## src/rtl/fetch_prefetch_pkg.sv

```systemverilog
// fetch_pkg: shared defaults and helpers for the fetch_prefetch unit.
//   DEF_DATA_W / DEF_ADDR_W / DEF_DEPTH / DEF_RESET_PC : default parameters
//   INSTR_BYTES   : PC increment for the default instruction width
//   cnt_w()       : width of a counter that must hold 0..depth inclusive
//   fetch_entry_t : {instr, pc} pair held in the instruction buffer
// Optional feature macro used by the unit: FETCH_BYPASS_EN.
package fetch_pkg;

    localparam int unsigned DEF_DATA_W   = 16;
    localparam int unsigned DEF_ADDR_W   = 16;
    localparam int unsigned DEF_DEPTH    = 4;
    localparam int unsigned DEF_RESET_PC = 0;
    localparam int unsigned INSTR_BYTES  = DEF_DATA_W / 8;

    function automatic int unsigned cnt_w(input int unsigned depth);
        return $clog2(depth + 1);
    endfunction

    typedef struct packed {
        logic [DEF_DATA_W-1:0] instr;
        logic [DEF_ADDR_W-1:0] pc;
    } fetch_entry_t;

endpackage

```

## src/rtl/fetch_prefetch_fifo.sv

```systemverilog
// fetch_fifo: synchronous FIFO with occupancy count and synchronous flush.
//   clk, rst (async, active-high), flush (empties the FIFO this edge)
//   push / push_data : write when not full (or when popping while full)
//   pop  / pop_data  : pop_data shows the head entry combinationally
//   count            : number of valid entries (0..DEPTH)
// DEPTH must be a power of two so the pointers wrap naturally.
module fetch_fifo #(
    parameter int unsigned WIDTH = 8,
    parameter int unsigned DEPTH = 4,
    localparam int unsigned CW   = $clog2(DEPTH + 1),
    localparam int unsigned AW   = $clog2(DEPTH)
) (
    input  logic             clk,
    input  logic             rst,
    input  logic             flush,
    input  logic             push,
    input  logic [WIDTH-1:0] push_data,
    input  logic             pop,
    output logic [WIDTH-1:0] pop_data,
    output logic [CW-1:0]    count
);

    logic [WIDTH-1:0] mem [DEPTH];
    logic [AW-1:0]    wr_ptr;
    logic [AW-1:0]    rd_ptr;
    logic             full;
    logic             do_push;
    logic             do_pop;

    assign full     = (count == CW'(DEPTH));
    assign do_pop   = pop && (count != '0);
    // A pop frees the head slot in the same edge, so push-on-full is safe then.
    assign do_push  = push && (!full || do_pop);
    assign pop_data = mem[rd_ptr];

    always_ff @(posedge clk) begin
        if (do_push && !flush) begin
            mem[wr_ptr] <= push_data;
        end
    end

    always_ff @(posedge clk or posedge rst) begin
        if (rst) begin
            wr_ptr <= '0;
            rd_ptr <= '0;
            count  <= '0;
        end else if (flush) begin
            wr_ptr <= '0;
            rd_ptr <= '0;
            count  <= '0;
        end else begin
            if (do_push) wr_ptr <= wr_ptr + AW'(1);
            if (do_pop)  rd_ptr <= rd_ptr + AW'(1);
            count <= count + CW'(do_push) - CW'(do_pop);
        end
    end

endmodule

```

## src/rtl/fetch_prefetch.sv

```systemverilog
// fetch_prefetch: pipelined instruction-fetch unit.
//   halt                 : stop issuing fetches, keep delivering buffered ones
//   redirect/redirect_pc : flush and restart fetching at redirect_pc
//   imem_req/addr/gnt    : request side of the instruction memory
//   imem_rvalid/rdata    : in-order responses
//   instr_valid/ready    : handshake to decode with instr, instr_pc, nxt_pc
// Up to DEPTH fetches may be outstanding or buffered at once.
// Define FETCH_BYPASS_EN to forward a response straight to decode in the
// cycle it arrives when nothing is buffered; otherwise decode sees only
// buffered instructions (earliest one cycle after the response).
module fetch_prefetch
    import fetch_pkg::*;
#(
    parameter int unsigned       DATA_W   = DEF_DATA_W,
    parameter int unsigned       ADDR_W   = DEF_ADDR_W,
    parameter int unsigned       DEPTH    = DEF_DEPTH,
    parameter logic [ADDR_W-1:0] RESET_PC = ADDR_W'(DEF_RESET_PC)
) (
    input  logic              clk,
    input  logic              rst,
    input  logic              halt,
    input  logic              redirect,
    input  logic [ADDR_W-1:0] redirect_pc,
    output logic              imem_req,
    output logic [ADDR_W-1:0] imem_addr,
    input  logic              imem_gnt,
    input  logic              imem_rvalid,
    input  logic [DATA_W-1:0] imem_rdata,
    output logic              instr_valid,
    input  logic              instr_ready,
    output logic [DATA_W-1:0] instr,
    output logic [ADDR_W-1:0] instr_pc,
    output logic [ADDR_W-1:0] nxt_pc
);

    localparam int unsigned CW   = cnt_w(DEPTH);
    localparam int unsigned STEP = DATA_W / 8;
    localparam int unsigned EW   = DATA_W + ADDR_W;

    typedef struct packed {
        logic [DATA_W-1:0] instr;
        logic [ADDR_W-1:0] pc;
    } entry_t;

    logic [ADDR_W-1:0] fetch_pc;
    logic [CW-1:0]     inflight;
    logic [CW-1:0]     drop_cnt;
    logic [CW-1:0]     pc_count;
    logic [CW-1:0]     ib_count;
    logic [ADDR_W-1:0] issued_pc;
    logic [EW-1:0]     ib_head_raw;
    entry_t            ib_head;
    entry_t            rsp_entry;
    entry_t            out_entry;
    logic              out_avail;
    logic              gnt_fire;
    logic              rv_eff;
    logic              accept_rsp;
    logic              ib_empty;
    logic              ib_push;
    logic              ib_pop;

    // Responses with nothing outstanding are a protocol error and are ignored.
    assign rv_eff     = imem_rvalid && (inflight != '0);
    assign accept_rsp = rv_eff && (drop_cnt == '0);
    assign gnt_fire   = imem_req && imem_gnt;
    assign ib_empty   = (ib_count == '0);
    assign ib_head    = ib_head_raw;
    assign rsp_entry  = '{instr: imem_rdata, pc: issued_pc};

    // Credit: outstanding plus buffered never exceeds DEPTH, so the
    // instruction buffer can always absorb every response in flight.
    assign imem_req  = !rst && !halt && !redirect &&
                       (({1'b0, inflight} + {1'b0, ib_count}) < (CW+1)'(DEPTH));
    assign imem_addr = fetch_pc;

`ifdef FETCH_BYPASS_EN
    logic bypass;
    assign bypass    = ib_empty && accept_rsp;
    assign out_avail = !ib_empty || bypass;
    assign out_entry = ib_empty ? rsp_entry : ib_head;
    assign ib_push   = accept_rsp && !redirect && !(bypass && instr_ready);
`else
    assign out_avail = !ib_empty;
    assign out_entry = ib_head;
    assign ib_push   = accept_rsp && !redirect;
`endif

    assign instr_valid = out_avail && !redirect;
    assign ib_pop      = instr_valid && instr_ready && !ib_empty;
    assign instr       = instr_valid ? out_entry.instr : '0;
    assign instr_pc    = instr_valid ? out_entry.pc : '0;
    assign nxt_pc      = instr_valid ? out_entry.pc + ADDR_W'(STEP) : '0;

    // Issued PCs are never flushed: entries for responses still owed after a
    // redirect are popped as those (discarded) responses arrive.
    fetch_fifo #(.WIDTH(ADDR_W), .DEPTH(DEPTH)) u_pc_fifo (
        .clk       (clk),
        .rst       (rst),
        .flush     (1'b0),
        .push      (gnt_fire),
        .push_data (fetch_pc),
        .pop       (rv_eff),
        .pop_data  (issued_pc),
        .count     (pc_count)
    );

    fetch_fifo #(.WIDTH(EW), .DEPTH(DEPTH)) u_instr_fifo (
        .clk       (clk),
        .rst       (rst),
        .flush     (redirect),
        .push      (ib_push),
        .push_data (rsp_entry),
        .pop       (ib_pop),
        .pop_data  (ib_head_raw),
        .count     (ib_count)
    );

    always_ff @(posedge clk or posedge rst) begin
        if (rst) begin
            fetch_pc <= RESET_PC;
            inflight <= '0;
            drop_cnt <= '0;
        end else begin
            inflight <= inflight + CW'(gnt_fire) - CW'(rv_eff);
            if (redirect) begin
                fetch_pc <= redirect_pc;
                drop_cnt <= inflight - CW'(rv_eff);
            end else begin
                if (gnt_fire) fetch_pc <= fetch_pc + ADDR_W'(STEP);
                if (rv_eff && (drop_cnt != '0)) drop_cnt <= drop_cnt - CW'(1);
            end
        end
    end

    rvalid_needs_credit: assert property (@(posedge clk) disable iff (rst)
        imem_rvalid |-> (inflight != '0));

    pc_fifo_tracks_inflight: assert property (@(posedge clk) disable iff (rst)
        pc_count == inflight);

endmodule

```

## config.mk

```make
export PLATFORM = sky130hd
export DESIGN_NAME = fetch_prefetch
export DESIGN_NICKNAME = d
export VERILOG_FILES = /design/src/rtl/fetch_prefetch_pkg.sv /design/src/rtl/fetch_prefetch_fifo.sv /design/src/rtl/fetch_prefetch.sv
export SDC_FILE = /design/constraint.sdc
export NUM_CORES = 1
export LEC_CHECK = 0
export ABC_AREA = 1
export BUFFER_PORTS_ARGS = -buffer_cell sky130_fd_sc_hd__buf_4
export CORE_AREA = 2 2 204 106
export DETAILED_ROUTE_END_ITERATION = 8
export DIE_AREA = 0 0 206 108
export GPL_ROUTABILITY_DRIVEN = 0
export PLACE_DENSITY = 0.68
export SYNTH_ARGS = -nofsm -noshare
export SYNTH_HDL_FRONTEND = slang
export SYNTH_SLANG_ARGS = --single-unit
```

## constraint.sdc

```tcl
create_clock -name clk -period 6.04 [get_ports clk]
set_input_delay 0.906 -clock clk [delete_from_list [all_inputs] [get_ports clk]]
set_output_delay 0.906 -clock clk [all_outputs]
set_load 0.05 [all_outputs]
```

# Word-level counts from Yosys, hierarchy flattened
# Memory sizes are Yosys's and may differ from the RTL's.
# Cells that the tools add are included.
classes:
  n_addsub: 15
  n_lt_le_gt_ge: 1
  n_eq_ne: 2
  n_mux: 16
  reduce_logical: 34
op_table:
  columns: ["operator", "count"]
  rows:
  - ["2-to-1 mux 16 bit", 5]
  - ["adder 16 x 2 -> 16 bit, second input constant", 2]
  - ["logical AND 1 bit", 16]
  - ["nonzero test 3 bit", 4]
  - ["subtractor 3 x 1 -> 3 bit", 4]
  - ["adder 3 x 1 -> 3 bit", 3]
  - ["2-to-1 mux 3 bit", 3]
  - ["adder 2 x 1 -> 2 bit, second input constant", 4]
  - ["2-to-1 mux 2 bit", 4]
  - ["nonzero test 2 bit", 4]
  - ["== test 3 bit, second input constant", 2]
  - ["logical NOT 1 bit", 6]
  - ["logical NOT 3 bit", 2]
  - ["adder 3 x 3 -> 4 bit", 1]
  - ["< comparator 4 x 3 -> 1 bit, second input constant", 1]
  - ["2-to-1 mux 1 bit", 4]
  - ["subtractor 3 x 1 -> 3 bit, second input constant", 1]
  - ["logical OR 1 bit", 2]
word_totals:
  reg_bits: 36
  mem_bits_rw: 192
  input_bits: 39
  output_inout_bits: 66
  word_cells: 79
  n_memories: 2
memory_table:
  columns: ["memory", "words", "width", "rd", "rd_clocked_by_memory_dff", "write_ports", "line_no", "source"]
  rows:
  - ["u_instr_fifo.mem", 4, 32, 1, 0, 1, "fetch_prefetch_fifo.sv:23", "logic [WIDTH-1:0] mem [DEPTH];"]
  - ["u_pc_fifo.mem", 4, 16, 1, 0, 1, "fetch_prefetch_fifo.sv:23", null]

# Depth between registers and ports, before layout
logic_depth:
  word_depth: 11
  depth_mapped: 13

# By module
# From an unflattened synthesis, not the netlist that was laid out.
hier_totals:
  cells_unflattened: 955
  hier_area_um2: 10308.6
modules_own_cells:
  columns: ["mod", "instances", "cells_each", "area_per_inst_um2", "seq_area_each_um2"]
  rows:
  - ["fetch_fifo (u_instr_fifo)", 1, 375, 5243.8, 4018.9]
  - ["fetch_fifo (u_pc_fifo)", 1, 220, 2919.0, 2097.0]
  - ["fetch_prefetch", 1, 360, 2145.8, 550.5]

# Worst setup path after synthesis
# Ideal clock, no wire load.
synth_path:
  kind: "input -> output"
  startpoint: "input redirect"
  endpoint: "output nxt_pc[5]"
  arrival_ns: 3.476
  setup_slack_ns: 1.658
  stages: 6
  path_buffers: 1
  cell_sequence: "buf_2 -> nor2_2 -> inv_1 -> nor2_1 -> a21oi_1 -> a21oi_1"
synth_via:
  elab_chain_cells: 3
synth_rtl:
  columns: ["item", "line_no", "source"]
  rows:
  - ["from (decl)", "fetch_prefetch.sv:22", "input logic redirect,"]
  - ["logical NOT 1 bit", "fetch_prefetch.sv:89", "assign instr_valid = out_avail && !redirect;"]
  - ["logical AND 1 bit", "fetch_prefetch.sv:89", null]
  - ["via instr_valid", "fetch_prefetch.sv:29", "output logic instr_valid,"]
  - ["2-to-1 mux 16 bit", "fetch_prefetch.sv:93", "assign nxt_pc = instr_valid ? out_entry.pc + ADDR_W'(STEP) : '0;"]
  - ["to (decl)", "fetch_prefetch.sv:33", "output logic [ADDR_W-1:0] nxt_pc"]
# The timed path passes the listed nets, and every way through them passes these cells.

# Worst setup path after layout
layout_path:
  startpoint: "register u_instr_fifo.rd_ptr[0]"
  endpoint: "output nxt_pc[15]"
layout_via:
  elab_chain_cells: 3
layout_rtl:
  columns: ["item", "line_no", "source"]
  rows:
  - ["from (decl)", "fetch_prefetch_fifo.sv:25", "logic [AW-1:0] rd_ptr;"]
  - ["from (signal assigned)", "fetch_prefetch_fifo.sv:53", "if (do_pop) rd_ptr <= rd_ptr + AW'(1);"]
  - ["memory (4 x 32 bit)", null, null]
  - ["adder 16 x 2 -> 16 bit", "fetch_prefetch.sv:93", null]
  - ["2-to-1 mux 16 bit", "fetch_prefetch.sv:93", null]
# Every way passes these cells.

==> out/results.txt <==
Leakage = 4.60 nW
Worst Max-Slew Pin Slew = 0.987 ns
Overall global routing resource usage = 0.202
Largest net degree at the start of global routing = 68
CP Capture Type = primary output
IO Pins = 105
Slowest CP cell = inv_2
Share of layout cells above drive strength 1 = 0.164
Reg2reg start = inflight[2]
Synth unique cells = 33
Final Setup Violations = 0
Core box area = 0.0203 mm²
Die ar. = 0.0222 mm²
Slew HR = 0.341
Max-cap check violation count = 0
Via count = 6856
Worst Hold Slack = 0.533 ns
Pre-antenna DRT Iters = 5
Share of Yosys cell area claimed by the top area cell type = 0.575
Synth Net Count = 983
Vias in the first global route = 6555
Detailed Place HPWL = 13600 µm
Sequential Area = 0.00667 mm²
Starting Density = 0.494
Fin util = 0.579
RR Endpoint = u_pc_fifo.mem[3][12]
Synth Cell Area = 0.0100 mm²
Placed cell area = 0.0111 mm²
CTS H-tree lvls = 1
Clock Sinks = 228
Total grt overflow = 0
First-pass GRT wire length = 34500 µm
Worst EP required = 5.13 ns
Power, Total = 0.00504 W
Final worst-path cycle share = 0.731
Final WL = 21800 µm
Max Freq = 227 MHz
Unrepaired setup endpoints after global routing = no
Final Cell Area = 0.0117 mm²
TritonCTS clock tree = yes
CTS Root Cell = clkbuf_16
Worst Reg-to-Reg Cells = 8
Final-report hold violation count = 0
Setup slack, reg-to-reg = 3.15 ns
Post-synth EDFFs = 192
Antenna fix cells = 0
Share of the yosys chip area belonging to registers = 0.665
Vias per inst = 5.25
Nets = 1082
Hold-fix buffers at CTS = 0
Most used cell, CP = nand2_1
Setup crit end = nxt_pc[15]
Top FF cell, synth = edfxtp_1
Post-cts resize count = 0
YS warnings = 0
Synth async-reset ratio = 0.158
Seq cells post-synth = 228
Outcome = complete, no violations
CP cell instances = buf_4, inv_2, nand2_1, nand3_2, nand2_1, ha_1, nand2_1, nor2_4, nand2_1, nand2_1, nand2_1, nor2_1, buf_4
Synth-to-Final Area Change = 17.1%
Fin Setup TNS = 0 ns
Clk Latency, worst-skew pair = 0.49 ns
Crit path launch = u_instr_fifo.rd_ptr[0]
Worst EP arrival = 3.51 ns
# fillers = 1711
Site Rows = 37
Setup bufs post-CTS = 0
Power per Cell Area = 429 mW/mm²
Syn_area_per_cell = 10.9 µm²
CP startpoint kind = flop
Wire length per cell = 16.7 µm
Worst IR Drop VDD = 0.219 mV
Initial antenna violation count = 0
Synth area leader = edfxtp_1
Top cells by area, synth = edfxtp_1 (58%), dfrtp_1 (9.0%), nor2_1 (6.3%)
Post-Synthesis Cells = 919
Final Skew = 0.0147 ns
DRC Markers = 0
Fin. max-slew vios = 0
WS Path Type = reg2out
Max Buffers Root-to-Sink = 3
Die boundary width = 206 µm
Area of the multi-input gates = 0.00294 mm²
Clock transition at path regs = 0.07 ns
Port Buf Inserts = 104
Vert. Die Dim = 108 µm
Max incr delay on CP = 0.59 ns
Fin crit period = 4.41 ns
Worst Hold Class = in2async
Number of DRC markers in iteration 0 = 488
Crit path max fanout = 67
Antenna viol nets, final = 0
TritonCTS Buffers = 21
==> worst max-delay path: cells and delay by family (launching register included) <==
kind	cells	cell delay, ns
buf+inv	3	1.35
flops	1	0.34
simple gates	9	1.05
fa+ha+maj	1	0.19
==> cells in the mapped netlist, types with 2 or more instances <==
cell,number
buf_4,3
nand3_2,2
nor3_1,9
edfxtp_1,192
nand2_1,157
xnor2_1,7
buf_2,14
fa_1,3
nand2_2,2
nor2_2,5
a21oi_1,26
nand4_1,2
nand3_1,44
o221ai_1,2
inv_2,6
clkbuf_1,18
inv_1,64
nor2_1,169
xor2_1,17
nor2_4,2
ha_1,22
o21ai_0,81
dfrtp_1,36
o22ai_1,16
o211ai_1,12
==> worst min path at each step <==
stage	cells after the start	endpoint	slack [ns]
2_1_floorplan	1	inflight[0]	0.50
3_3_place_gp	1	inflight[0]	0.53
3_5_place_dp	1	inflight[0]	0.54
4_1_cts	3	u_instr_fifo.rd_ptr[1]	0.55
5_1_grt	3	u_instr_fifo.rd_ptr[1]	0.58
6_report	3	u_instr_fifo.rd_ptr[1]	0.53
==> cells by family after synthesis <==
group	after synthesis	synth area share
AND/OR/NAND/NOR	397	0.162
AO/OA/AOI/OAI	138	0.0748
adder cells (fa/ha/maj)	25	0.0335
flip-flops	228	0.665
buffers and inverters	107	0.0437
XOR/XNOR	24	0.0210
==> layer usage <==
layer / routed length [µm] / global-route usage / share of wire
met2: 10200 / 0.329 / 0.47
met5: 0 / 0 / 0
met3: 1160 / 0.0271 / 0.053
met4: 469 / 0.0582 / 0.022
met1: 9940 / 0.286 / 0.46
==> report_power, final <==
part | internal, W | switching, W | total, W
registers | 0.00193 | 0.000113 | 0.00204
logic | 0.000471 | 0.00121 | 0.00168
clock network | 0.000772 | 0.000549 | 0.00132
==> cell usage in the layout (no fill, tap or decap), types with 16 or more instances in the layout <==
| master | instances |
|---|---|
| a21oi_1 | 26 |
| buf_4 | 113 |
| clkbuf_16 | 21 |
| dfrtp_1 | 35 |
| edfxtp_1 | 192 |
| ha_1 | 22 |
| inv_1 | 64 |
| nand2_1 | 157 |
| nand3_1 | 44 |
| nor2_1 | 161 |
| o21ai_0 | 81 |
| o22ai_1 | 16 |
| xor2_1 | 17 |
==> cell type report <==
class | instances | share of cell area
clock inverter | 10 | 0.0110
multi-input combinational | 584 | 0.250
clock buffer | 27 | 0.0467
tap | 273 | 0.0291
sequential | 228 | 0.568
timing repair buffer | 113 | 0.0723
inverter | 70 | 0.0224
==> flip-flops by register name (all words and copies together), names as in the netlist <==
signal and flops:
u_pc_fifo.wr_ptr 2, u_pc_fifo.count 3, drop_cnt 3, u_instr_fifo.count 3
u_pc_fifo.rd_ptr 2, u_instr_fifo.rd_ptr 2, imem_addr 16, u_instr_fifo.mem 128
inflight 3, u_pc_fifo.mem 64, u_instr_fifo.wr_ptr 2
==> stage by stage <==
stage / setup WS, ns / std cells
finish: 1.63 / 1305
global route: 1.30 / 1305
CTS: 1.60 / 1305
detailed placement: 2.14 / 1268
global placement: 2.20 / 1268
floorplan: 1.66 / 919
No activity file was read; power rests on OpenSTA's default activity.
